File: src/rtl/pwm_pkg.sv
// Shared types and defaults for the pulse sequencer.
// Latency: n/a (types only).  Backpressure: n/a.
// The channel config struct is sized from CW, so CW is fixed here rather than per instance.
package pwm_pkg;

    localparam int CW      = 13;
    localparam int DEF_NCH = 4;
    localparam int DEF_DIV = 25;

    typedef enum logic {
        IDLE = 1'b0,
        RUN  = 1'b1
    } run_state_t;

    typedef struct packed {
        logic [CW-1:0] offset;
        logic [CW-1:0] width;
    } chan_cfg_t;

    // A frame shorter than two ticks cannot hold both edges of a pulse.
    function automatic logic [CW-1:0] clamp_period(input logic [CW-1:0] p);
        return (p < CW'(2)) ? CW'(2) : p;
    endfunction

endpackage

File: src/rtl/pwm_sequencer_if.sv
// Channel configuration write port for the pulse sequencer.
// Latency: a write is taken on the edge where cfg_valid and cfg_ready are both high.
// Backpressure: cfg_ready drops while the addressed channel still holds an uncommitted write.
interface pwm_sequencer_if
    import pwm_pkg::*;
#(
    parameter int NCH = DEF_NCH
);
    localparam int CHW = (NCH > 1) ? $clog2(NCH) : 1;

    logic           cfg_valid;
    logic           cfg_ready;
    logic [CHW-1:0] cfg_ch;
    logic [CW-1:0]  cfg_offset;
    logic [CW-1:0]  cfg_width;

    modport master (
        output cfg_valid, cfg_ch, cfg_offset, cfg_width,
        input  cfg_ready
    );

    modport slave (
        input  cfg_valid, cfg_ch, cfg_offset, cfg_width,
        output cfg_ready
    );

endinterface

File: src/rtl/pwm_channel.sv
// One sequencer channel: shadow/active config, pulse compare and edge strobes.
// Latency: signal follows the frame counter by one cycle; strobes register with signal.
// Backpressure: pending stays high from an accepted write until the next commit.
module pwm_channel
    import pwm_pkg::*;
(
    input  logic          clk,
    input  logic          reset,
    input  logic          en,
    input  logic          busy,
    input  logic          commit,
    input  logic          end_run,
    input  logic          wr,
    input  chan_cfg_t     wr_cfg,
    input  logic [CW-1:0] cnt,
    output logic          pending,
    output logic          signal,
    output logic          pwm_set,
    output logic          pwm_reset
);

    chan_cfg_t     shadow;
    chan_cfg_t     active;
    logic [CW:0]   pulse_end;
    logic          hit;
    logic          sig_n;

    // One extra bit keeps offset+width from wrapping back into the frame.
    assign pulse_end = {1'b0, active.offset} + {1'b0, active.width};
    assign hit       = busy && (cnt >= active.offset) && ({1'b0, cnt} < pulse_end);
    assign sig_n     = hit && !end_run;

    // A write landing on a commit edge stays pending for the following boundary.
    always_ff @(posedge clk or negedge reset) begin
        if (!reset) begin
            shadow  <= '0;
            active  <= '0;
            pending <= 1'b0;
        end else begin
            if (commit) begin
                active  <= shadow;
                pending <= 1'b0;
            end
            if (wr) begin
                shadow  <= wr_cfg;
                pending <= 1'b1;
            end
        end
    end

    always_ff @(posedge clk or negedge reset) begin
        if (!reset) begin
            signal    <= 1'b0;
            pwm_set   <= 1'b0;
            pwm_reset <= 1'b0;
        end else if (en) begin
            signal    <= sig_n;
            pwm_set   <= sig_n && !signal;
            pwm_reset <= !sig_n && signal;
        end else begin
            pwm_set   <= 1'b0;
            pwm_reset <= 1'b0;
        end
    end

endmodule

File: src/rtl/upwardCounter.sv
// Free-running up counter that wraps to zero after MAX; clr has priority over inc.
// Latency: count changes on the edge where inc or clr is sampled high.
// Backpressure: none; holds its value while inc is low.
module upwardCounter #(
    parameter int W   = 4,
    parameter int MAX = 15
) (
    input  logic         clk,
    input  logic         reset,
    input  logic         clr,
    input  logic         inc,
    output logic [W-1:0] count
);

    always_ff @(posedge clk or negedge reset) begin
        if (!reset) begin
            count <= '0;
        end else if (clr) begin
            count <= '0;
        end else if (inc) begin
            count <= (count == W'(MAX)) ? '0 : count + W'(1);
        end
    end

endmodule

File: src/rtl/pwm_sequencer.sv
// Multi-channel pulse sequencer: prescaled tick drives a frame counter, one pulse per channel per frame.
// Latency: busy one edge after start; signal/strobes one cycle behind cnt.
// Backpressure: per-channel cfg_ready low while that channel has a write awaiting a frame boundary.
module pwm_sequencer
    import pwm_pkg::*;
#(
    parameter int NCH = DEF_NCH,
    parameter int DIV = DEF_DIV
) (
    input  logic           clk,
    input  logic           reset,
    input  logic           en,
    input  logic           start,
    input  logic           stop,
    input  logic           oneshot,
    input  logic [CW-1:0]  period,
    pwm_sequencer_if.slave cfg,
    output logic           tick,
    output logic [CW-1:0]  cnt,
    output logic           busy,
    output logic [NCH-1:0] signal,
    output logic [NCH-1:0] pwm_set,
    output logic [NCH-1:0] pwm_reset
);

    localparam int CHW = (NCH > 1) ? $clog2(NCH) : 1;
    localparam int PW  = (DIV > 1) ? $clog2(DIV) : 1;

    run_state_t       state, state_n;
    logic [CW-1:0]    cnt_n;
    logic [CW-1:0]    p_a, p_a_n;
    logic             os_a, os_a_n;
    logic             stop_req, stop_req_n;
    logic             commit;
    logic             end_run;
    logic             pre_clr;
    logic [PW-1:0]    pre_cnt;
    logic [NCH-1:0]   pending;
    logic [2**CHW-1:0] pend_ext;
    logic             cfg_acc;
    chan_cfg_t        wr_cfg;

    upwardCounter #(
        .W   (PW),
        .MAX (DIV - 1)
    ) u_prescale (
        .clk   (clk),
        .reset (reset),
        .clr   (pre_clr),
        .inc   (busy & en),
        .count (pre_cnt)
    );

    assign busy = (state == RUN);
    assign tick = busy && en && (pre_cnt == PW'(DIV - 1));

    always_ff @(posedge clk or negedge reset) begin
        if (!reset) begin
            state    <= IDLE;
            cnt      <= '0;
            p_a      <= '0;
            os_a     <= 1'b0;
            stop_req <= 1'b0;
        end else begin
            state    <= state_n;
            cnt      <= cnt_n;
            p_a      <= p_a_n;
            os_a     <= os_a_n;
            stop_req <= stop_req_n;
        end
    end

    // en low freezes the whole run; only config writes keep flowing.
    always_comb begin
        state_n    = state;
        cnt_n      = cnt;
        p_a_n      = p_a;
        os_a_n     = os_a;
        stop_req_n = stop_req;
        commit     = 1'b0;
        end_run    = 1'b0;
        pre_clr    = 1'b0;
        if (en) begin
            case (state)
                IDLE: begin
                    if (start) begin
                        state_n    = RUN;
                        cnt_n      = '0;
                        p_a_n      = clamp_period(period);
                        os_a_n     = oneshot;
                        stop_req_n = stop;
                        commit     = 1'b1;
                        pre_clr    = 1'b1;
                    end
                end
                RUN: begin
                    if (stop) begin
                        stop_req_n = 1'b1;
                    end
                    if (tick) begin
                        if (cnt == p_a - CW'(1)) begin
                            cnt_n  = '0;
                            p_a_n  = clamp_period(period);
                            commit = 1'b1;
                            if (os_a || stop_req || stop) begin
                                state_n    = IDLE;
                                stop_req_n = 1'b0;
                                end_run    = 1'b1;
                            end
                        end else begin
                            cnt_n = cnt + CW'(1);
                        end
                    end
                end
                default: state_n = IDLE;
            endcase
        end
    end

    // Channel indices beyond NCH read as never pending, so their writes are taken and dropped.
    always_comb begin
        pend_ext              = '0;
        pend_ext[NCH-1:0]     = pending;
    end

    assign cfg.cfg_ready = !pend_ext[cfg.cfg_ch];
    assign cfg_acc       = cfg.cfg_valid && cfg.cfg_ready;
    assign wr_cfg        = '{offset: cfg.cfg_offset, width: cfg.cfg_width};

    for (genvar i = 0; i < NCH; i++) begin : g_ch
        pwm_channel u_ch (
            .clk       (clk),
            .reset     (reset),
            .en        (en),
            .busy      (busy),
            .commit    (commit),
            .end_run   (end_run),
            .wr        (cfg_acc && (cfg.cfg_ch == CHW'(i))),
            .wr_cfg    (wr_cfg),
            .cnt       (cnt),
            .pending   (pending[i]),
            .signal    (signal[i]),
            .pwm_set   (pwm_set[i]),
            .pwm_reset (pwm_reset[i])
        );
    end

endmodule

File: src/flat_wrapper.sv
// flat-port wrapper written by rule: the top's interface ports become plain ports
module pwm_sequencer_flat import pwm_pkg::*;
#(
    parameter int NCH = DEF_NCH,
    parameter int DIV = DEF_DIV
)
  (clk, reset, en, start, stop, oneshot, period, tick, cnt, busy, signal, pwm_set, pwm_reset, cfg_cfg_valid, cfg_cfg_ch, cfg_cfg_offset, cfg_cfg_width, cfg_cfg_ready);
  pwm_sequencer_if #(.NCH(NCH)) cfg_i ();
  input  logic clk;
  input  logic reset;
  input  logic en;
  input  logic start;
  input  logic stop;
  input  logic oneshot;
  input  logic [CW-1:0] period;
  output logic tick;
  output logic [CW-1:0] cnt;
  output logic busy;
  output logic [NCH-1:0] signal;
  output logic [NCH-1:0] pwm_set;
  output logic [NCH-1:0] pwm_reset;
  input wire logic [$bits(cfg_i.cfg_valid)-1:0] cfg_cfg_valid;
  input wire logic [$bits(cfg_i.cfg_ch)-1:0] cfg_cfg_ch;
  input wire logic [$bits(cfg_i.cfg_offset)-1:0] cfg_cfg_offset;
  input wire logic [$bits(cfg_i.cfg_width)-1:0] cfg_cfg_width;
  output wire logic [$bits(cfg_i.cfg_ready)-1:0] cfg_cfg_ready;
  assign cfg_i.cfg_valid = cfg_cfg_valid;
  assign cfg_i.cfg_ch = cfg_cfg_ch;
  assign cfg_i.cfg_offset = cfg_cfg_offset;
  assign cfg_i.cfg_width = cfg_cfg_width;
  assign cfg_cfg_ready = cfg_i.cfg_ready;
  pwm_sequencer #(.NCH(NCH), .DIV(DIV)) u_core (.clk(clk), .reset(reset), .en(en), .start(start), .stop(stop), .oneshot(oneshot), .period(period), .cfg(cfg_i), .tick(tick), .cnt(cnt), .busy(busy), .signal(signal), .pwm_set(pwm_set), .pwm_reset(pwm_reset));
endmodule
File: config.mk
export PLATFORM = sky130hd
export DESIGN_NAME = pwm_sequencer_flat
export DESIGN_NICKNAME = d
export VERILOG_FILES = /design/src/rtl/pwm_pkg.sv /design/src/rtl/pwm_sequencer_if.sv /design/src/rtl/pwm_channel.sv /design/src/rtl/upwardCounter.sv /design/src/rtl/pwm_sequencer.sv /design/src/flat_wrapper.sv
export SDC_FILE = /design/constraint.sdc
export NUM_CORES = 1
export LEC_CHECK = 0
export ABC_AREA = 1
export ABC_CLOCK_PERIOD_IN_PS = 4000
export BUFFER_PORTS_ARGS = -buffer_cell sky130_fd_sc_hd__buf_2
export CAP_MARGIN = 10
export CORE_MARGIN = 10
export CORE_UTILIZATION = 60
export CTS_CLUSTER_DIAMETER = 150
export DETAILED_ROUTE_END_ITERATION = 8
export GPL_ROUTABILITY_DRIVEN = 0
export MAX_ROUTING_LAYER = met4
export PLACE_DENSITY = 0.78
export SLEW_MARGIN = 30
export SYNTH_ARGS = -nofsm -noshare
export SYNTH_HDL_FRONTEND = slang
export SYNTH_SLANG_ARGS = --single-unit
File: constraint.sdc
create_clock -name clk -period 4 [get_ports clk]
set_input_delay 0.6 -clock clk [delete_from_list [all_inputs] [get_ports clk]]
set_output_delay 0.6 -clock clk [all_outputs]
set_load 0.01 [all_outputs]
==> impl_metrics.py <==
metrics = {
    "power": {
        "switchingPower_uw": 1830,
        "switching_share": 0.277,
        "power_frac_clock": 0.380,
        "power.internal_uw": 4790,
        "power_frac_seq": 0.489,
        "irDropWorstVdd_uv": 392,
        "power_frac_comb": 0.131,
        "p_per_area_nw_per_um2": 396,
        "power_leakage_uw": 0.00907,
    },
    "cts": {
        "cts_hold_buf": 0,
        "cts_setup_buffers": 0,
        "cts.repair.resized": 0,
        "clkTransAtPathRegs_ps": 60,
        "root_buffer": "clkbuf_16",
        "clkSinkCount": 258,
        "cts_max_level": 1,
        "insertion_delay_ps": 570,
        "cts_buffers": 28,
        "clockBufferDepth": 3,
        "cts_tree": "yes",
    },
    "floorplanning": {
        "fp.dieW_um": 179,
        "coreArea_um2": 25100,
        "io_pins": 76,
        "die_h_um": 179,
        "rows": 58,
        "die-area_um2": 32100,
        "start_util": 0.606,
    },
    "timing": {
        "tightest_slew_ps": 828,
        "clock_skew_ps": 30.4,
        "hold_ws_ps": 61.2,
        "setup_viol": 0,
        "drv_slew": 0,
        "setup_tns_ps": 0,
        "final-hold-violation-count": 0,
        "fmax_mhz": 306,
        "layout_min_cycle_time_ps": 3270,
        "finalCritPeriodShare": 0.818,
        "relSlewSlack": 0.448,
        "rsz0062_at_grt": "false",
    },
    "logic_synthesis": {
        "synth_area_leaders": "dfrtp_1 (42%), nand2_1 (17%), ha_1 (13%)",
        "ys_ff_latch": 258,
        "avgSynthCellArea_um2": 7.99,
        "synth-adder-area-share": 0.133,
        "muxShareOfSynthArea": 0,
        "ys_types": 43,
        "syn_nets": 2114,
        "synth_cells": 1906,
        "ys_seq_area_frac": 0.424,
        "synth-xor-area-share": 0.0397,
        "yosys.area_share.simple": 0.239,
        "synth_area_um2": 15200,
        "synth_top_area_frac": 0.424,
        "synth_top_cell_by_area": "dfrtp_1",
        "yosysWarningCount": 0,
        "synth_compound_area_frac": 0.0964,
        "synth_top_family_by_area": "simple AND/OR/NAND/NOR gates",
    },
    "critical_path": {
        "r2r-start": "u_core.g_ch[0].u_ch.active[13]$_DFFE_PN0P_",
        "path_class": "reg2reg",
        "crit_path_max_fanout": 3,
        "cp-start-kind": "flop",
        "cp-startpoint": "u_core.g_ch[0].u_ch.active[13]$_DFFE_PN0P_",
        "critPathRequiredTime_ps": 4470,
        "endpoint_kind": "flop",
        "cp.arrival_ps": 3740,
        "r2r_cells": 18,
    },
    "layout": {
        "insertedDiodeCount": 0,
        "syn_to_final_growth_pct": 10.0,
        "final_core_util": 0.667,
        "layout.area.seq_um2": 6460,
        "final_cell_mix": "nand2_1 (680), dfrtp_1 (258), inv_1 (171)",
        "drive_gt1_frac": 0.0752,
        "nets": 2171,
        "n_fill_cell": 2123,
        "multi_input_area_um2": 7770,
        "final_common_cell": "nand2_1",
    },
    "route": {
        "drt_iter0_drc": 1229,
        "wire_per_inst_um": 17.2,
        "postRouteAntennaNets": 0,
        "wirelength_mm": 39.8,
        "vias_per_cell": 5.63,
        "dr.pass1.iters": 5,
        "post-route-drc-count": 0,
        "vias": 13000,
    },
    "run": {
        "maxCapViolCount": 0,
    },
    "global_routing": {
        "grt_max_degree": 97,
        "grt.overflow.total": 0,
        "antenna_found_initial": 0,
        "grt_pass1_vias": 12800,
        "track_usage": 0.260,
        "grt_pass1_wl_mm": 65.1,
    },
    "place": {
        "hpwl_mm": 28.7,
        "io_buffers": 75,
    },
    "hold_path": {
        "min_path_type": "in2async",
    },
    "outcome": {
        "status": "complete, no violations",
    },
}
## per-stage QoR
| step | total power [uW] | setup slack, ps | cell area, um^2 | instances |
|---|---|---|---|---|
| final | 6620 | 727 | 16700 | 2311 |
| after global routing | 6940 | 411 | 16700 | 2311 |
| after CTS | 6650 | 756 | 16700 | 2311 |
| after detailed placement | 4130 | 801 | 15800 | 2263 |
| after global placement | 4070 | 884 | 15800 | 2263 |
| after floorplan | 3760 | 1230 | 15200 | 1906 |
## synthesized netlist by cell type (all sizes together)
| cell type | n |
|---|---|
| nor3 | 10 |
| nand4 | 34 |
| buf | 36 |
| o211ai | 1 |
| nor4b | 1 |
| a31oi | 12 |
| xnor2 | 27 |
| o21a | 1 |
| nand3 | 53 |
| and3 | 1 |
| nand3b | 4 |
| clkinv | 1 |
| nor2 | 118 |
| a21o | 5 |
| ha | 156 |
| xor2 | 42 |
| a21oi | 88 |
| o31ai | 1 |
| nor4 | 2 |
| a221oi | 1 |
| a22o | 1 |
| nand2 | 684 |
| fa | 4 |
| clkbuf | 29 |
| o21bai | 7 |
| nor3b | 1 |
| o22ai | 3 |
| o221ai | 5 |
| a211oi | 3 |
| a21boi | 4 |
| o21ai | 140 |
| inv | 173 |
| dfrtp | 258 |
## critical path, stage by stage (launching register included)
cell     delay (ps)
dfrtp_1         410
ha_1            240
fa_1            410
nand3_1         120
nand2_1         110
a21oi_1         220
o21ai_0         160
nand2_1          90
nand2_1          50
a21oi_1         140
xor2_1          170
ha_1            260
nand4_1         120
nor2_1           50
nor2_1           80
nand2_1          60
nor2_1          220
nand3_1         140
nor2_1          130
## power by group through the flow
stage          logic [uW]  registers, uW  clock network (uW)
2_1_floorplan         540           3220                   0
3_3_place_gp          810           3260                   0
3_5_place_dp          860           3270                   0
4_1_cts               873           3230                2540
5_1_grt              1000           3280                2660
6_report              867           3240                2520
## metal layers
metal,GRT usage,vias to the layer above,part of all wire
li1,-,6280,-
met1,0.343,6153,0.44
met2,0.408,474,0.45
met3,0.0362,109,0.072
met4,0.0830,0,0.033
met5,-,-,0
## cell families after synthesis
group,Yosys count
flip-flops,258
AO/OA/AOI/OAI,272
buffers and inverters,239
AND/OR/NAND/NOR,908
XOR/XNOR,69
adder cells (fa/ha/maj),160
## final cells by class
cell class / instances / share of cell area
Tap cell: 330 / 0.0247
Clock buffer: 41 / 0.0483
Multi-Input combinational cell: 1409 / 0.464
Inverter: 174 / 0.0391
Timing Repair Buffer: 92 / 0.0329
Clock inverter: 7 / 0.00568
Sequential cell: 258 / 0.386
## sequential cells by signal (all words and copies together), names as in the netlist
| name | flops |
|---|---|
| u_core.u_prescale.count | 5 |
| u_core.busy | 1 |
| u_core.g_ch.u_ch.shadow | 104 |
| u_core.stop_req | 1 |
| u_core.cnt | 13 |
| u_core.g_ch.u_ch.pending | 4 |
| u_core.g_ch.u_ch.pwm_set | 4 |
| u_core.os_a | 1 |
| u_core.p_a | 13 |
| u_core.g_ch.u_ch.active | 104 |
| u_core.g_ch.u_ch.pwm_reset | 4 |
| u_core.g_ch.u_ch.signal | 4 |
## final timing paths
kind | endpoint | slack [ps]
setup reg to reg | u_core.g_ch[0].u_ch.pwm_set$_DFF_PN0_ | 730
hold reg to reg | u_core.g_ch[2].u_ch.pwm_set$_DFF_PN0_ | 450
setup / recovery | u_core.g_ch[0].u_ch.pwm_set$_DFF_PN0_ | 730
hold / removal | u_core.p_a[5]$_DFFE_PN0P_ | 60
min in group clk | u_core.p_a[9]$_DFFE_PN0P_ | 270
max in group asynchronous | u_core.g_ch[2].u_ch.shadow[5]$_DFFE_PN0P_ | 2990
Note: power is estimated with default switching activity, not from simulation.
